### config.mk
export PLATFORM = sky130hd
export DESIGN_NAME = decode_queue
export DESIGN_NICKNAME = d
export VERILOG_FILES = /design/src/rtl/decode_pkg.sv /design/src/rtl/decode_queue_mem.sv /design/src/rtl/decode_queue.sv
export SDC_FILE = /design/constraint.sdc
export NUM_CORES = 1
export LEC_CHECK = 0
export CAP_MARGIN = 30
export CORE_UTILIZATION = 64
export DETAILED_ROUTE_END_ITERATION = 7
export PLACE_DENSITY = 0.87
export SYNTH_ARGS = -nofsm -noshare
export SYNTH_HDL_FRONTEND = slang
export SYNTH_SLANG_ARGS = --single-unit
### constraint.sdc
create_clock -name clk -period 22.3 [get_ports clk]
set_input_delay 6.69 -clock clk [delete_from_list [all_inputs] [get_ports clk]]
set_output_delay 6.69 -clock clk [all_outputs]
set_load 0.05 [all_outputs]
### src/rtl/decode_pkg.sv
// Shared types and helpers for the fetch/decode instruction queue.
// Imported by the queue top level and its storage array.
package decode_pkg;

  localparam int WIDTH_DEF = 2;
  localparam int DEPTH_DEF = 8;
  localparam int DW_DEF    = 32;

  typedef struct packed {
    logic [DW_DEF-1:0] pcplus4;
    logic [DW_DEF-1:0] instr;
  } fetch_entry_t;

  function automatic int unsigned popcount(
    input logic [31:0] v
  );
    int unsigned n;
    n = 0;
    for (int i = 0; i < 32; i++)
      n += 32'(v[i]);
    return n;
  endfunction

  function automatic int unsigned umin(
    input int unsigned a,
    input int unsigned b
  );
    return (a < b) ? a : b;
  endfunction

endpackage

### src/rtl/decode_queue_mem.sv
// Queue storage: WIDTH writes at consecutive slots,
// WIDTH reads from consecutive slots, no data reset.
module decode_queue_mem
  import decode_pkg::*;
#(
  parameter int  WIDTH = WIDTH_DEF,
  parameter int  DEPTH = DEPTH_DEF,
  parameter type T     = fetch_entry_t,
  localparam int PW    = $clog2(DEPTH)
) (
  input  logic               clk,
  input  logic [WIDTH-1:0]   we,
  input  logic [PW-1:0]      waddr,
  input  T     [WIDTH-1:0]   wdata,
  input  logic [PW-1:0]      raddr,
  output T     [WIDTH-1:0]   rdata
);

  T ram [DEPTH];

  // Lane i lands at base+i; addresses wrap modulo DEPTH.
  always_ff @(posedge clk) begin
    for (int i = 0; i < WIDTH; i++)
      if (we[i])
        ram[waddr + PW'(i)] <= wdata[i];
  end

  // Lane i reads the entry i slots past the head.
  always_comb begin
    for (int i = 0; i < WIDTH; i++)
      rdata[i] = ram[raddr + PW'(i)];
  end

endmodule

### src/rtl/decode_queue.sv
// N-lane circular instruction queue between fetch and decode.
// Partial issue shifts unconsumed entries into lower lanes.
module decode_queue
  import decode_pkg::*;
#(
  parameter int WIDTH = WIDTH_DEF,
  parameter int DEPTH = DEPTH_DEF,
  parameter int DW    = DW_DEF,
  localparam int KW   = $clog2(WIDTH+1)
) (
  input  logic                clk,
  input  logic                reset,
  input  logic                Stall,
  input  logic                Flush,
  input  logic [WIDTH-1:0]    InValid,
  input  logic [WIDTH*DW-1:0] InPCPlus4,
  input  logic [WIDTH*DW-1:0] InInstr,
  output logic                InReady,
  output logic [WIDTH-1:0]    OutValid,
  output logic [WIDTH*DW-1:0] OutPCPlus4,
  output logic [WIDTH*DW-1:0] OutInstr,
  input  logic [KW-1:0]       Consume
);

  localparam int PW = $clog2(DEPTH);
  localparam int CW = $clog2(DEPTH+1);

  typedef struct packed {
    logic [DW-1:0] pcplus4;
    logic [DW-1:0] instr;
  } entry_t;

  logic [PW-1:0]    head;
  logic [PW-1:0]    tail;
  logic [CW-1:0]    count;
  logic [CW-1:0]    free;
  logic [KW-1:0]    avail;
  logic [KW-1:0]    push_n;
  logic [KW-1:0]    pop_n;
  logic [WIDTH-1:0] we;
  entry_t [WIDTH-1:0] wdata;
  entry_t [WIDTH-1:0] rdata;

  decode_queue_mem #(
    .WIDTH (WIDTH),
    .DEPTH (DEPTH),
    .T     (entry_t)
  ) u_mem (
    .clk   (clk),
    .we    (we),
    .waddr (tail),
    .wdata (wdata),
    .raddr (head),
    .rdata (rdata)
  );

  // Ready and transfer sizes from registered count only.
  always_comb begin
    free    = CW'(DEPTH) - count;
    InReady = free >= CW'(WIDTH);
    avail   = (count >= CW'(WIDTH)) ?
              KW'(WIDTH) : KW'(count);
    push_n  = '0;
    pop_n   = '0;
    if (!Stall && !Flush) begin
      if (InReady)
        push_n = KW'(popcount(32'(InValid)));
      pop_n = KW'(umin(32'(Consume),
                       32'(avail)));
    end
  end

  // Unpack fetch lanes; only the first push_n are written.
  always_comb begin
    for (int i = 0; i < WIDTH; i++) begin
      wdata[i].pcplus4 = InPCPlus4[i*DW +: DW];
      wdata[i].instr   = InInstr[i*DW +: DW];
      we[i]            = KW'(i) < push_n;
    end
  end

  // Pointers and occupancy; flush wins over stall.
  always_ff @(posedge clk or negedge reset) begin
    if (!reset) begin
      head  <= '0;
      tail  <= '0;
      count <= '0;
    end else if (Flush) begin
      head  <= '0;
      tail  <= '0;
      count <= '0;
    end else if (!Stall) begin
      head  <= head + PW'(pop_n);
      tail  <= tail + PW'(push_n);
      count <= count + CW'(push_n) - CW'(pop_n);
    end
  end

  // Invalid lanes are driven to zero.
  always_comb begin
    OutValid   = '0;
    OutPCPlus4 = '0;
    OutInstr   = '0;
    for (int i = 0; i < WIDTH; i++) begin
      if (CW'(i) < count) begin
        OutValid[i]             = 1'b1;
        OutPCPlus4[i*DW +: DW]  = rdata[i].pcplus4;
        OutInstr[i*DW +: DW]    = rdata[i].instr;
      end
    end
  end

  // Protocol checks; behaviour does not depend on them.
  always @(posedge clk) begin
    if (reset) begin
      assert (count <= CW'(DEPTH))
        else $error("queue count above depth");
      if (!Stall && !Flush)
        assert (32'(Consume) <= 32'(count))
          else $warning("consume exceeds count");
      assert ((InValid & (InValid + WIDTH'(1))) == '0)
        else $warning("push valid not contiguous");
    end
  end

endmodule

==> impl.org, run 1 <==
** Outcome
- Violations in the final reports :: DRC
- Outcome :: finished, violations left

** Global routing
- Maximum number of pins on one net before global-route repair :: 164
- Number of global-route vias before repair :: 19700
- Combined global-route utilization of all metal layers :: 35.0%
- Global-route wire length before repair :: 123 mm
- Overflow left after global routing :: 0
- The initial antenna violation count is 13.

** Floorplanning
- The floorplan step defined a die boundary enclosing 0.0486 mm2.
- Effective utilization at floorplan :: 65.3%
- The floorplan step defined a core boundary enclosing 0.0468 mm2.
- Die boundary width :: 220 um
- Height of the die :: 220 um
- I/O pin count :: 267
- The initialized floorplan defines 79 standard-cell rows.

** Clocking
- Number of resized instances in the post-cts repair step :: 0
- In this run, CTS created clock tree buffers numbering 54.
- After clock tree synthesis, the clock-pin slew on the worst setup and hold paths is 0.06 ns.
- Maximum level of the CTS H-tree :: 2
- Clock Root Buffer :: sky130_fd_sc_hd__clkbuf_16
- The tree built by TritonCTS fans out to 522 sinks.
- TritonCTS clock tree :: built
- For this design, the CTS-stage hold fixing added 0 buffers.
- Bufs on Longest Clock Path :: 3
- Source-to-sink clock delay at the later pin of the worst-skew pair :: 0.60 ns
- Post-CTS setup buffers :: 0

** Worst setup path
- Crit path max fanout :: 50
- Largest stage delay, worst path :: 0.94 ns
- Delay-heaviest family, CP :: buffers and inverters
- The worst register-to-register path has a depth of 8.
- Cell breakdown of the critical path :: ha_4 > buf_4 > buf_16 > mux4_2 > nand2_1 > a21oi_1 > clkdlybuf4s50_1
- Buffers plus inverters on the worst setup path :: 3
- STA puts the critical path data arrival time at 4.59 ns.
- End of the worst register-to-register path :: u_mem.ram[4][20]
- The largest individual stage delay along the critical path comes from the cell sky130_fd_sc_hd__dfrtp_4.
- The critical path in this run is classified as flip-flop to output port.
- Setup slack of the most critical reg-to-reg path :: 18.08 ns
- Crit path launch type :: flip-flop
- For the worst setup path, the data required time is 15.61 ns.
- R2R Path Start :: count[1]
- Critical Path Sink Type :: output port

** Power
- Power per standard cell area :: 79.9 mW/mm2
- The worst-case IR drop observed on VDD is 0.0791 mV.
- Reported leakage power :: 11.2 nW

** Yosys
- Counting distinct cell types in the post-synthesis netlist gives 37.
- During synthesis, Yosys emitted a total of 0 warnings.
- Avg Cell Area, Syn :: 16.2 um2
- The number of nets in the synthesized netlist is 2037.
- Cell taking the most area after synthesis :: sky130_fd_sc_hd__edfxtp_1
- The synthesized netlist occupies a cell area of 0.0305 mm2.
- Counting flops with an async set or reset pin after synthesis yields a share of 1.92%.
- Number of flip-flops and latches in the synthesized netlist :: 522
- Counting instances in the post-synthesis netlist gives the leading cell types as sky130_fd_sc_hd__edfxtp_1, sky130_fd_sc_hd__mux2_2, sky130_fd_sc_hd__mux4_2.
- Prevailing post-synth register cell :: sky130_fd_sc_hd__edfxtp_1
- Summing the sequential cell areas from Yosys gives 51.2% of the chip area.
- Area share of the largest cell type after synthesis :: 50.4%
- Counting flops with a built-in enable in the synthesized netlist gives 512.
- Ranked by total cell area, the synthesized netlist is headed by sky130_fd_sc_hd__edfxtp_1, sky130_fd_sc_hd__mux4_2, sky130_fd_sc_hd__mux2_2, sky130_fd_sc_hd__mux2i_1, sky130_fd_sc_hd__nand2_1.
- Most frequently used cell type in the post-synthesis netlist :: sky130_fd_sc_hd__edfxtp_1
- Synthesis produced 1883 cells.

** Route
- The routed layout has 19700 vias.
- Routed vias/inst :: 7.15
- After detailed routing, the number of remaining DRC violations is 34.
- WL per Instance :: 30.6 um
- Violation count after the first detailed-route iteration :: 2170
- Final Routed Wirelength :: 84.5 mm
- Total iterations of the first detailed-routing run :: 7
- ANT nets after route :: 0

** Run
- Across the run, the number of max-cap violations was 0.

** Placed design
- Routability-driven placement finished with a final weighted congestion of 0.832.
- Placed insts :: 2644
- The HPWL after detailed placement is 46.4 mm.
- Setup WS pre-CTS :: 11.44 ns
- Count of input and output buffers :: 266

** Worst hold path
- Along the worst hold path, the cell count comes to 2.
- The path with the worst hold slack has its endpoint at count[1].
- Worst min path class :: flip-flop to flip-flop
- The worst hold path begins at count[1].

** STA
- Crit path time final :: 11.28 ns
- Setup violations remaining at the end of the flow were counted as 0.
- Worst Max-Slew Pin Slew :: 1.14 ns
- Normalized max-slew margin :: 23.9%
- The final-report max-slew violation count came to 0.
- Across all setup checks in the final design, the least slack found is 11.02 ns.
- Portion of the clock cycle consumed by the worst path in the final layout :: 50.6%
- Setup repair after global routing left no endpoint under its margin.
- Worst Clk Skew :: 0.00843 ns
- Setup total negative slack :: 0 ns
- Final hold violation count :: 0
- Based on the critical path, the design can be clocked at up to 0.0886 GHz.

** Finish
- Registers take 0.0156 mm2.
- The layout has 2721 filler cells.
- Number of non-filler instances in the completed layout :: 2758
- Layout Area Growth over Synthesis :: 16.5%
- Nets@finish :: 2248
- Area occupied by multi-input gates :: 0.0142 mm2
- The post-route netlist has 42.2% of its cells at a drive strength greater than 1.
==> through the flow <==
| step | utilization, % | area [um2] | power (mW) | hold slack [ns] |
|---|---|---|---|---|
| floorplan | - | 30500 | 1.65 | 0.540 |
| global placement | 71.9 | 33600 | 1.92 | 0.583 |
| detailed placement | 72.1 | 33700 | 1.94 | 0.595 |
| CTS | 76.0 | 35500 | 2.84 | 0.610 |
| global route | 76.0 | 35600 | 2.91 | 0.644 |
| finish | 76.1 | 35600 | 2.84 | 0.612 |
==> how the worst max path moves through the flow <==
stage,startpoint,end,depth (start not counted)
6_report,head[0],OutInstr[32],7
3_5_place_dp,Stall,u_mem.ram[7][19],7
2_1_floorplan,Stall,u_mem.ram[4][0],4
5_1_grt,head[0],OutInstr[63],7
3_3_place_gp,head[0],OutPCPlus4[63],6
4_1_cts,head[0],OutInstr[63],7
==> logic make-up (layout without fill, tap and decap cells) <==
| logic type | count (synthesis) | count (layout) | share of synthesized area (%) |
|---|---|---|---|
| AO/OA/AOI/OAI | 98 | 98 | 1.82 |
| XOR/XNOR | 9 | 9 | 0.258 |
| flip-flops | 522 | 522 | 51.2 |
| adder cells (fa/ha/maj) | 18 | 18 | 0.836 |
| multiplexers | 836 | 836 | 40.0 |
| AND/OR/NAND/NOR | 231 | 231 | 3.00 |
| buffers and inverters | 169 | 426 | 2.88 |
| other | 0 | 11 | 0 |
==> cell usage in the layout (no fill, tap or decap), types with 4 or more instances in the layout <==
master                            instances
sky130_fd_sc_hd__a21oi_1                 71
sky130_fd_sc_hd__a21oi_4                  4
sky130_fd_sc_hd__buf_16                   4
sky130_fd_sc_hd__buf_4                   37
sky130_fd_sc_hd__clkbuf_1                10
sky130_fd_sc_hd__clkbuf_16               57
sky130_fd_sc_hd__clkbuf_8                 9
sky130_fd_sc_hd__clkdlybuf4s50_1        266
sky130_fd_sc_hd__clkinv_1                 9
sky130_fd_sc_hd__clkinv_2                12
sky130_fd_sc_hd__dfrtp_1                  7
sky130_fd_sc_hd__diode_2                 11
sky130_fd_sc_hd__edfxtp_1               512
sky130_fd_sc_hd__fa_1                     4
sky130_fd_sc_hd__ha_1                    13
sky130_fd_sc_hd__inv_1                   14
sky130_fd_sc_hd__mux2_1                  17
sky130_fd_sc_hd__mux2_2                 495
sky130_fd_sc_hd__mux2i_1                 68
sky130_fd_sc_hd__mux4_2                 256
sky130_fd_sc_hd__nand2_1                136
sky130_fd_sc_hd__nand3_1                  4
sky130_fd_sc_hd__nor2_1                  79
sky130_fd_sc_hd__o211ai_4                 4
sky130_fd_sc_hd__o21ai_0                  5
sky130_fd_sc_hd__xnor2_1                  4
==> cell type report <==
type | instances | share of cell area (%)
tap | 607 | 2.14
clock inverter | 26 | 0.559
antenna | 11 | 0.0774
inverter | 15 | 0.158
sequential | 522 | 44.0
timing repair buffer | 309 | 8.65
multi-input combinational | 1192 | 40.0
clock buffer | 76 | 4.46
==> layer usage <==
layer / global-route usage, % / vias to the layer above / part of all wire (%)
li1: - / 8062 / -
met1: 47.4 / 10300 / 38
met2: 56.8 / 1204 / 49
met3: 7.38 / 173 / 10
met4: 12.0 / 10 / 2.7
met5: 0 / - / 0.070
==> worst register-to-register path, cell delays in order (launching register included) <==
cell and delay, ns:
sky130_fd_sc_hd__dfrtp_1 0.41, sky130_fd_sc_hd__inv_1 0.16, sky130_fd_sc_hd__ha_1 0.28, sky130_fd_sc_hd__or3_1 0.58
sky130_fd_sc_hd__o211ai_4 0.58, sky130_fd_sc_hd__buf_16 0.23, sky130_fd_sc_hd__buf_4 0.76, sky130_fd_sc_hd__o41ai_2 0.32
sky130_fd_sc_hd__buf_4 0.46
==> registers in the layout (all words and copies together), names as in the netlist <==
register / count
count: 4
head: 3
tail: 3
u_mem.ram: 512
==> report_power, final <==
group          internal, mW  total (mW)  switching (mW)  leakage, nW
logic                 0.289       0.809           0.520         5.57
registers              1.10        1.12          0.0150         4.75
clock network         0.529       0.912           0.384        0.883
total                  1.92        2.84           0.919         11.2
Note: power is estimated with default switching activity, not from simulation.
==> run 2, diff against run 1 <==
CORE_UTILIZATION = 59   (was 64)
PLACE_DENSITY = 0.81   (was 0.87)
clock period = 11.4 ns   (was 22.3 ns; I/O delays follow)
==> impl.org, run 2 (synthesized netlist as in run 1, its figures left out) <==
** Outcome
- Outcome :: complete, no violations

** Finish
- Post-layout util :: 70.7% (-5.4 points)
- The fraction of layout instances using a drive strength above 1 is 42.2% (about the same).
- The number of flip-flops under the largest register name was 512 (unchanged).
- Compared with the post-synthesis result, the final layout area differs by 17.1%.
- Nets@finish :: 2252 (+0.18%)
- u_mem.ram holds more flip-flops than any other register.
- The largest registers in the layout are u_mem.ram x512, count x4.
- Most common library cell in the layout ignoring fill and taps :: sky130_fd_sc_hd__edfxtp_1
- Leaving out fill and tap cells, the most frequent cells in the layout are sky130_fd_sc_hd__edfxtp_1, sky130_fd_sc_hd__mux2_2, sky130_fd_sc_hd__clkdlybuf4s50_1.

** Clocking
- TritonCTS built the clock tree.
- The buffer depth of the longest clock path came to 3 (unchanged).
- Number of resized instances in the post-cts repair step :: 0 (unchanged)
- The number of buffers inserted during clock tree synthesis was 56 (+3.7%).
- The post-CTS setup repair buffer count is 0 (unchanged).
- Cts-stage hold buffer count :: 0 (unchanged)
- The source-to-sink clock delay at the later pin of the worst-skew pair was 0.62 ns (+0.02 ns).
- Maximum level of the CTS H-tree :: 2 (unchanged)
- The tree is rooted in a sky130_fd_sc_hd__clkbuf_16.
- The clock-pin slew of the registers on the worst-case setup and hold paths came to 0.07 ns (about the same).
- Total clock sinks :: 522 (unchanged)

** Placed design
- The final weighted congestion in routability-driven placement was 0.815 (-2.0%).
- Half-perimeter wire length after detailed placement :: 46.3 mm (-0.20%)
- The number of port buffers came to 266 (unchanged).

** STA
- Worst Max-Slew Pin Slew :: 1.01 ns (-0.127 ns)
- The final-report max-slew violation count is 0 (unchanged).
- Crit path time final :: 8.01 ns
- The worst-case hold slack came to 0.605 ns (-0.00671 ns).
- Total setup violations reported at the end of the flow :: 0 (unchanged)
- RSZ-0062 raised after global routing :: false
- Setup total negative slack :: 0 ns (unchanged)
- The number of hold-slack violations in the final timing report came to 0 (unchanged).
- The worst slew margin relative to its limit is 32.4% (+8.5 points).
- Worst Clk Skew :: 0.0173 ns (+0.00883 ns)
- The final critical path takes up 70.2% of the cycle.
- Based on the critical path, the design can be clocked at up to 0.125 GHz.

** Worst setup path
- Critical Path Sink Type :: output port
- The critical path is of the flip-flop to output port type.
- Worst-case reg-to-reg path depth :: 7 (-1)
- Data required time of the worst path :: 7.98 ns (-7.63 ns)
- Critical Path AT :: 4.59 ns (about the same)
- Crit path max fanout :: 80 (+60%)
- The register-to-register setup slack is 7.43 ns (-10.65 ns).
- Crit path launch type :: flip-flop

** Route
- Final Routed Wirelength :: 82.7 mm (-2.1%)
- The detailed-route via count is 19400 (-1.7%).
- The routed via count divided by cell count is 6.87 (-3.9%).
- ANT nets after route :: 0 (unchanged)
- WL per Instance :: 29.3 um (-4.3%)
- The number of DRC violations after detailed routing is 0 (-100%).
- Total iterations of the first detailed-routing run :: 5 (-2)
- Violation count after the first detailed-route iteration :: 2250 (+3.7%)

** Global routing
- The overall global routing resource usage was 31.6% (-3.4 points).
- The aggregate global routing overflow is 0 (unchanged).
- Maximum number of pins on one net before global-route repair :: 141 (-14%)
- The first-pass GRT wire length is 123 mm (+0.10%).
- Number of global-route vias before repair :: 19600 (-0.69%)
- The initial antenna violation count came to 14 (+1).

** Floorplanning
- The number of top-level design ports is 267 (unchanged).
- Number of placement rows :: 82 (+3.8%)
- Die boundary width :: 229 um (+4.1%)
- Effective utilization at floorplan :: 60.3% (-4.9 points)
- Core outline area :: 0.0506 mm2 (+8.2%)
- The die height is 229 um (+4.1%).
- The total die area is 0.0526 mm2 (+8.4%).

** Power
- Reported leakage power :: 11.2 nW (+0.38%)
- The part of the power in the clock network came to 32.4% (+0.3 points).
- The worst ir drop on vdd is 0.135 mV (+71%).
- Reg power frac :: 39.1% (-0.3 points)
- Internal power :: 3.78 mW (+97%)
- The switching power share of the total came to 32.3% (-0.073 points).
- The total chip power is 5.58 mW (+96%).
- Power per standard cell area :: 156 mW/mm2 (+95%)
- Power dissipated by switching net loads :: 1.80 mW (+96%)
- The logic gate share of total power was 28.5% (about the same).

** Worst hold path
- The number of stages on the worst hold path came to 2 (unchanged).
- The path class of the tightest hold or removal check is flip-flop to flip-flop.

** Run
- The max-cap check violation count came to 0 (unchanged).
[run 2: power by group through the flow]
stage               Combinational, mW  Clock (mW)  Sequential (mW)
finish                           1.59        1.81             2.18
global route                     1.66        1.89             2.18
CTS                              1.58        1.82             2.18
detailed placement               1.57           0             2.22
global placement                 1.54           0             2.22
floorplan                        1.01           0             2.22
[run 2: final cells by class]
cell class | count | area, um2
Multi-Input combinational cell | 1192 | 14200
Inverter | 15 | 56.3
Sequential cell | 522 | 15600
Fill cell | 3224 | 14800
Tap cell | 672 | 841
Timing Repair Buffer | 311 | 3180
Clock buffer | 75 | 1570
Clock inverter | 29 | 245
Antenna cell | 4 | 10.0
[run 2: metrics by stage]
stage	instances	setup WS, ns	area, um2
after floorplan	1883	0.197	30500
after global placement	2701	3.90	33700
after detailed placement	2707	3.81	33800
after CTS	2811	3.36	35600
after global routing	2818	3.24	35700
final	2820	3.39	35800
[run 2: critical path: stages, from the launching register on]
cell	delay, ns
sky130_fd_sc_hd__dfrtp_4	0.72
sky130_fd_sc_hd__ha_4	0.69
sky130_fd_sc_hd__buf_16	0.31
sky130_fd_sc_hd__buf_12	0.50
sky130_fd_sc_hd__mux4_2	0.35
sky130_fd_sc_hd__nand2_1	0.07
sky130_fd_sc_hd__a21oi_1	0.35
sky130_fd_sc_hd__clkdlybuf4s50_1	0.87
[run 2: path summary, 6_finish.rpt]
check,startpoint,to
max,head[1],OutInstr[56]
min,count[1],count[1]
max reg2reg,count[0],u_mem.ram[7][13]
min reg2reg,count[1],count[1]
max in group asynchronous,reset,head[1]
min in group asynchronous,reset,count[2]
[run 2: routing by layer]
metal  global-route usage, %  vias to the layer above  wire length, um
met5                       0                        -              130
met4                    8.23                       20             1700
met3                    6.49                      142             8230
met2                    51.3                     1091            40800
met1                    43.8                    10100            31900
li1                        -                     8049                -
